<file path="config.mk">
export PLATFORM = sky130hd
export DESIGN_NAME = handshake_fifo
export DESIGN_NICKNAME = d
export VERILOG_FILES = /design/src/rtl/handshake_fifo.sv
export SDC_FILE = /design/constraint.sdc
export NUM_CORES = 1
export LEC_CHECK = 0
export ABC_CLOCK_PERIOD_IN_PS = 4000
export CAP_MARGIN = 10
export CORE_ASPECT_RATIO = 1.25
export CORE_MARGIN = 5
export CORE_UTILIZATION = 50
export DETAILED_ROUTE_END_ITERATION = 8
export GPL_TIMING_DRIVEN = 0
export PLACE_DENSITY = 0.77
export SLEW_MARGIN = 40
export SYNTH_ARGS = -nofsm -noshare
export SYNTH_HDL_FRONTEND = slang
export SYNTH_SLANG_ARGS = --single-unit
</file>
<file path="constraint.sdc">
create_clock -name clk -period 4 [get_ports clk]
set_input_delay 0.6 -clock clk [delete_from_list [all_inputs] [get_ports clk]]
set_output_delay 0.6 -clock clk [all_outputs]
set_load 0.03 [all_outputs]
</file>
<file path="src/rtl/handshake_fifo.sv">
// First-word-fall-through valid/ready FIFO with registered-only up_ready_o.
// Optional stall counter port stall_cnt_o when HANDSHAKE_FIFO_STATS_EN is defined.
module handshake_fifo #(
    parameter int DATA_W = 8,
    parameter int DEPTH  = 4,
    parameter int CNT_W  = $clog2(DEPTH) + 1
) (
    input  logic              clk,
    input  logic              rst_n,
    input  logic              up_valid_i,
    input  logic [DATA_W-1:0] up_data_i,
    output logic              up_ready_o,
    output logic              dn_valid_o,
    output logic [DATA_W-1:0] dn_data_o,
    input  logic              dn_ready_i,
`ifdef HANDSHAKE_FIFO_STATS_EN
    output logic [15:0]       stall_cnt_o,
`endif
    output logic [CNT_W-1:0]  level_o
);

    localparam int PTR_W = $clog2(DEPTH);
    localparam logic [CNT_W-1:0] FULL_LVL = CNT_W'(DEPTH);

    logic [DATA_W-1:0] mem [DEPTH];
    logic [PTR_W-1:0]  wr_ptr;
    logic [PTR_W-1:0]  rd_ptr;
    logic [CNT_W-1:0]  count;
    logic              push;
    logic              pop;

    function automatic logic [15:0] sat_inc16(input logic [15:0] v);
        return (v == 16'hFFFF) ? v : v + 16'd1;
    endfunction

    // Handshake outputs come only from registered count, so dn_ready_i never reaches up_ready_o.
    assign up_ready_o = (count != FULL_LVL);
    assign dn_valid_o = (count != '0);
    assign dn_data_o  = dn_valid_o ? mem[rd_ptr] : '0;
    assign level_o    = count;

    assign push = up_valid_i & up_ready_o;
    assign pop  = dn_valid_o & dn_ready_i;

    always_ff @(posedge clk) begin
        if (!rst_n) begin
            wr_ptr <= '0;
            rd_ptr <= '0;
            count  <= '0;
        end else begin
            if (push)
                wr_ptr <= wr_ptr + PTR_W'(1);
            if (pop)
                rd_ptr <= rd_ptr + PTR_W'(1);
            case ({push, pop})
                2'b10:   count <= count + CNT_W'(1);
                2'b01:   count <= count - CNT_W'(1);
                default: count <= count;
            endcase
        end
    end

    // Storage carries data only and is deliberately left out of reset.
    always_ff @(posedge clk) begin
        if (rst_n && push)
            mem[wr_ptr] <= up_data_i;
    end

`ifdef HANDSHAKE_FIFO_STATS_EN
    logic [15:0] stall_cnt;

    always_ff @(posedge clk) begin
        if (!rst_n)
            stall_cnt <= '0;
        else if (dn_valid_o && !dn_ready_i)
            stall_cnt <= sat_inc16(stall_cnt);
    end

    assign stall_cnt_o = stall_cnt;
`endif

endmodule

</file>
==> run summary, run 1 <==
placed insts: 169
DP Area: 0.00207 mm^2
DP HPWL: 2160 um
post-route cell area: 0.00217 mm^2
grt peak-use layer: met2
Post-Syn Area: 0.00178 mm^2
Syn. warnings: 0
max incr delay on CP: 0.59 ns
Sink Count: 41
Reg2Reg Depth: 8
placer congestion estimate: 0.701
register bit total from synthesis: 41
reg2reg end: level_o[2]
Hold Path Origin: rd_ptr[1]
WS Path Type: reg -> out
number of antenna violations at the first check in global routing: 0
DRC Markers: 0
min Tclk post-route: 2.62 ns
GR Util met3: 3.22%
Leakage: 0.770 nW
Finished Layout Cells: 177
post-CTS setup buffers: 0
H-tree Lvls: 2
Pins Over Slew Limit: 0
Cell Rows: 24
PD cells: 709 mW/mm^2
final hold viol count: 0
Critical Path RT: 3.40 ns
Core Util, Final: 62.9%
Tightest Pin Transition: 0.423 ns
area of the multi-input gates: 583 um^2
Global Route Usage Sum: 13.0%
syn_nets: 124
vias per inst: 5.47
Resized cells post-CTS: 0
area occupied by registers: 0.00114 mm^2
crit-path leading delay family: buffers and inverters
post-synthesis instance total: 106
max cap viols: 0
WL final: 3000 um
Syn Area/Cell: 16.8 um^2
Clock Root Buffer: clkbuf_8
final setup vio count: 0
Startpoint Class: flop
CP Capture Type: output pin
area grow syn2layout: 22.0%
hold-fix buffers at CTS: 0
GR Layer Usage met2: 23.1%
largest net degree at the start of global routing: 14
Core Footprint: 0.00345 mm^2
first-pass GRT wire length: 4960 um
Reg clk slew, reported paths: 0.07 ns
Initial Utilization: 51.6%
Fin Setup TNS: 0 ns
vias in the first global route: 1032
hold path cells: 2
status: finished clean
ant diodes: 0
sequential fraction of the synthesis area: 64.0%
CTS tree: built
antenna viol nets, final: 0
Clk Latency, worst-skew pair: 0.28 ns
met1 Use GR: 15.2%
die footprint: 0.00486 mm^2
CP Data Arrival Time: 2.02 ns
Tcrit/Tclk final: 65.5%
f_max: 0.382 GHz
Tightest Hold Check Type: reg -> reg
IO Pins: 25
RR Startpoint: level_o[0]
Worst R2R Setup Slack: 1.85 ns
WL/cell: 16.9 um
initial drt markers: 35
Worst Path Max Fanout: 8
Vias: 968
RSZ-0062 raised after global routing: false
Synth cell types: 26
fillers: 237
DRT Pass-1 Iters: 3
Worst slew margin: 71.8%
Slowest-stage cell, CP: clkdlybuf4s50_1
CTS Buf Count: 5
fraction of layout cells with a size suffix above 1: 21.0%
total grt overflow: 0
clock skew after layout: 0.0100 ns
Final Net Count: 155
die height: 76.7 um
CP cell instances: buf_6 -> mux4_2 -> nor2b_4 -> clkdlybuf4s50_1
CP Buf/Inv Count: 2
I/O Buffers: 24
Die X: 63.4 um
Peak VDD IR: 0.565 mV
Clock Tree Buf Depth: 2
==> Yosys cell counts <==
cell / count / area (um^2)
clkbuf_1: 1 / 3.75
edfxtp_1: 32 / 961
and2_1: 2 / 12.5
clkbuf_2: 1 / 5.00
and3_1: 4 / 25.0
o21ai_2: 1 / 8.76
nand4bb_1: 1 / 11.3
buf_6: 2 / 22.5
ha_1: 5 / 62.6
nand2_1: 8 / 30.0
nor3_4: 1 / 16.3
mux2i_1: 2 / 20.0
or3_1: 2 / 12.5
nor2b_4: 8 / 110
xnor2_1: 1 / 8.76
nor2b_1: 1 / 6.26
xor2_1: 1 / 8.76
inv_1: 7 / 26.3
a21boi_1: 1 / 7.51
nor2_1: 1 / 3.75
dfxtp_1: 9 / 180
a21boi_2: 1 / 11.3
a21boi_0: 1 / 7.51
o21ai_0: 4 / 20.0
mux4_2: 8 / 180
fa_1: 1 / 20.0
==> cell usage in the layout, fill, tap and decap left out, drive strengths merged, types with 2 or more instances in the layout <==
cell type and count:
clkdlybuf4s50 24, mux2i 2, ha 5, edfxtp 32
inv 7, or3 2, a21boi 3, clkbuf 9
nand2 8, o21ai 5, nor2b 9, and3 4
buf 2, mux4 8, dfxtp 9, and2 2
==> area by class of cell <==
type,instances,share of cell area (%)
inverter,7,1.21
timing repair buffer,24,11.1
clock inverter,1,0.230
multi-input combinational,54,26.8
clock buffer,7,4.49
buffer,4,1.44
tap,39,2.25
sequential,41,52.5
==> metal layers <==
metal	wire, um	vias up
met5	0	-
met4	29	0
met3	110	5
met2	1680	19
met1	1170	490
li1	-	454
==> metrics by stage <==
step	setup WS, ns	hold slack (ns)	total power [mW]
after floorplan	1.89	0.446	1.04
after global placement	1.36	0.458	1.25
after detailed placement	1.27	0.469	1.27
after CTS	1.35	0.479	1.56
after global routing	1.30	0.509	1.62
final	1.38	0.475	1.54
==> worst max-delay path by stage <==
stage	endpoint	from	slack (ns)	cells past startpoint
after floorplan	level_o[2]	level_o[0]	1.89	8
after detailed placement	level_o[2]	dn_ready_i	1.27	8
final	dn_data_o[7]	flop	1.38	4
after global placement	level_o[2]	dn_ready_i	1.36	8
after global routing	dn_data_o[7]	flop	1.30	4
after CTS	dn_data_o[7]	flop	1.35	4
==> where the power goes <==
part           switching (mW)  internal, mW  total, mW
combinational           0.381         0.327      0.708
clock                   0.130         0.160      0.290
sequential             0.0376         0.505      0.543
==> cells by family after synthesis <==
logic type | count (synthesis) | synth area share [%]
mux | 10 | 11.2
simple gates | 28 | 12.8
fa+ha+maj | 6 | 4.63
xor+xnor | 2 | 0.983
compound gates | 8 | 3.09
buf+inv | 11 | 3.23
flops | 41 | 64.0
==> flip-flops by register name (all words and copies together), names as in the netlist, named ones only <==
name	count
rd_ptr	2
wr_ptr	2
level_o	3
mem	32
==> worst reg2reg max path, cell delays in order (launching register included) <==
cell and delay [ns]:
dfxtp_1 0.47, nor3_4 0.09, nor2b_1 0.22, ha_1 0.23
inv_1 0.06, fa_1 0.37, xor2_1 0.15, or3_1 0.30
a21boi_0 0.17
No activity file was read; power rests on OpenSTA's default activity.
==> run 2, diff against run 1 <==
ABC_CLOCK_PERIOD_IN_PS = 2400   (was 4000)
CORE_UTILIZATION = 48   (was 50)
clock period = 2.4 ns   (was 4 ns; I/O delays follow)
==> run summary, run 2 (synthesis gave the netlist of run 1 again) <==
I/O Buffers: 24
metal3 WL: 123 um
ant diodes: 0
area grow syn2layout: 22.0%
max reg flops: 32
max cap viols: 0
Finished Layout Cells: 177
H-tree Lvls: 2
Tightest Pin Transition: 0.426 ns
Sink Count: 41
die footprint: 0.00504 mm^2
WL/cell: 16.0 um
min Tclk post-route: 2.21 ns
vias per inst: 5.23
PD cells: 1150 mW/mm^2
Resized cells post-CTS: 5
antenna viol nets, final: 0
number of antenna violations at the first check in global routing: 0
Worst Path Max Fanout: 10
Cell Rows: 24
clock skew after layout: 0.00535 ns
DP Area: 0.00207 mm^2
placed insts: 169
Clock Tree Buf Depth: 2
total grt overflow: 0
placer congestion estimate: 0.654
Max Used Layer: met4
Reg clk slew, reported paths: 0.07 ns
Clock Root Buffer: clkbuf_8
final hold viol count: 0
Peak VDD IR: 0.650 mV
crit-path leading delay family: buffers and inverters
Final Net Count: 155
RSZ-0062 raised after global routing: false
die height: 78.1 um
hold-fix buffers at CTS: 0
Slowest-stage cell, CP: clkdlybuf4s50_1
Die X: 64.5 um
most frequent cells in the layout: edfxtp_1, clkdlybuf4s50_1, dfxtp_1
CP Capture Type: output pin
CP cell instances: nor3_4 -> buf_6 -> inv_1 -> clkdlybuf4s50_1
largest net degree at the start of global routing: 13
WS Path Type: reg -> out
CP Data Arrival Time: 1.85 ns
final setup vio count: 0
Leakage: 0.835 nW
post-CTS setup buffers: 0
DRC Markers: 0
Core Footprint: 0.00354 mm^2
largest register by flop count: mem
DRT Pass-1 Iters: 4
post-route cell area: 0.00217 mm^2
Vias: 925
fraction of layout cells with a size suffix above 1: 21.7%
met2 routed WL: 1510 um
Global Route Usage Sum: 13.0%
WHS: 0.479 ns
Initial Utilization: 50.3%
DP HPWL: 2060 um
first-pass GRT wire length: 4860 um
initial drt markers: 24
max incr delay on CP: 0.59 ns
Worst slew margin: 71.6%
CTS Buf Count: 5
WL final: 2840 um
Critical Path RT: 2.04 ns
commonest non-fill, non-tap cell in the layout: edfxtp_1
Core Util, Final: 61.3%
Startpoint Class: flop
Tightest Hold Check Type: reg -> reg
vias in the first global route: 1048
CP Buf/Inv Count: 3
fillers: 267
M1 wire length: 1140 um
Clk Latency, worst-skew pair: 0.29 ns
Pins Over Slew Limit: 0
f_max: 0.453 GHz
status: finished clean
CTS tree: built
Tcrit/Tclk final: 92.0%
IO Pins: 25
[run 2: report_power, final]
part	internal (mW)	leakage (nW)	switching [mW]	total, mW
registers	0.842	0.364	0.0609	0.903
clock network	0.259	0.0542	0.213	0.472
logic	0.502	0.416	0.624	1.13
[run 2: tightest hold or removal path, stage by stage (launching register included)]
cell      delay, ns
dfxtp_1        0.32
o21ai_2        0.05
a21boi_1       0.06
[run 2: stage by stage]
step	setup TNS (ns)	power (mW)	setup slack, ns
3_5_place_dp	-0.0414	2.11	-0.0414
6_report	0	2.50	0.192
2_1_floorplan	0	1.74	0.293
4_1_cts	0	2.55	0.00170
5_1_grt	0	2.65	0.0498
3_3_place_gp	0	2.07	0.0335
[run 2: final cells by class]
class                      count  area [um^2]  share of cell area (%)
sequential                    41         1140                    52.5
multi-input combinational     54          583                    26.8
timing repair buffer          24          241                    11.1
clock buffer                   7         96.3                    4.43
tap                           39         48.8                    2.25
buffer                         4         31.3                    1.44
inverter                       7         26.3                    1.21
clock inverter                 1         5.00                   0.230
[run 2: worst paths after layout]
kind         startpoint          to  slack (ns)  cells past startpoint
max reg2reg  level_o[1]  level_o[2]        0.27                      9
min           rd_ptr[1]   rd_ptr[1]        0.48                      2
min reg2reg   rd_ptr[1]   rd_ptr[1]        0.48                      2
max          level_o[1]  dn_valid_o        0.19                      4
[run 2: per-layer routing]
layer	up-vias	track usage, %
met1	451	14.8
met4	0	5.71
li1	448	-
met5	-	0
met2	20	22.5
met3	6	4.00
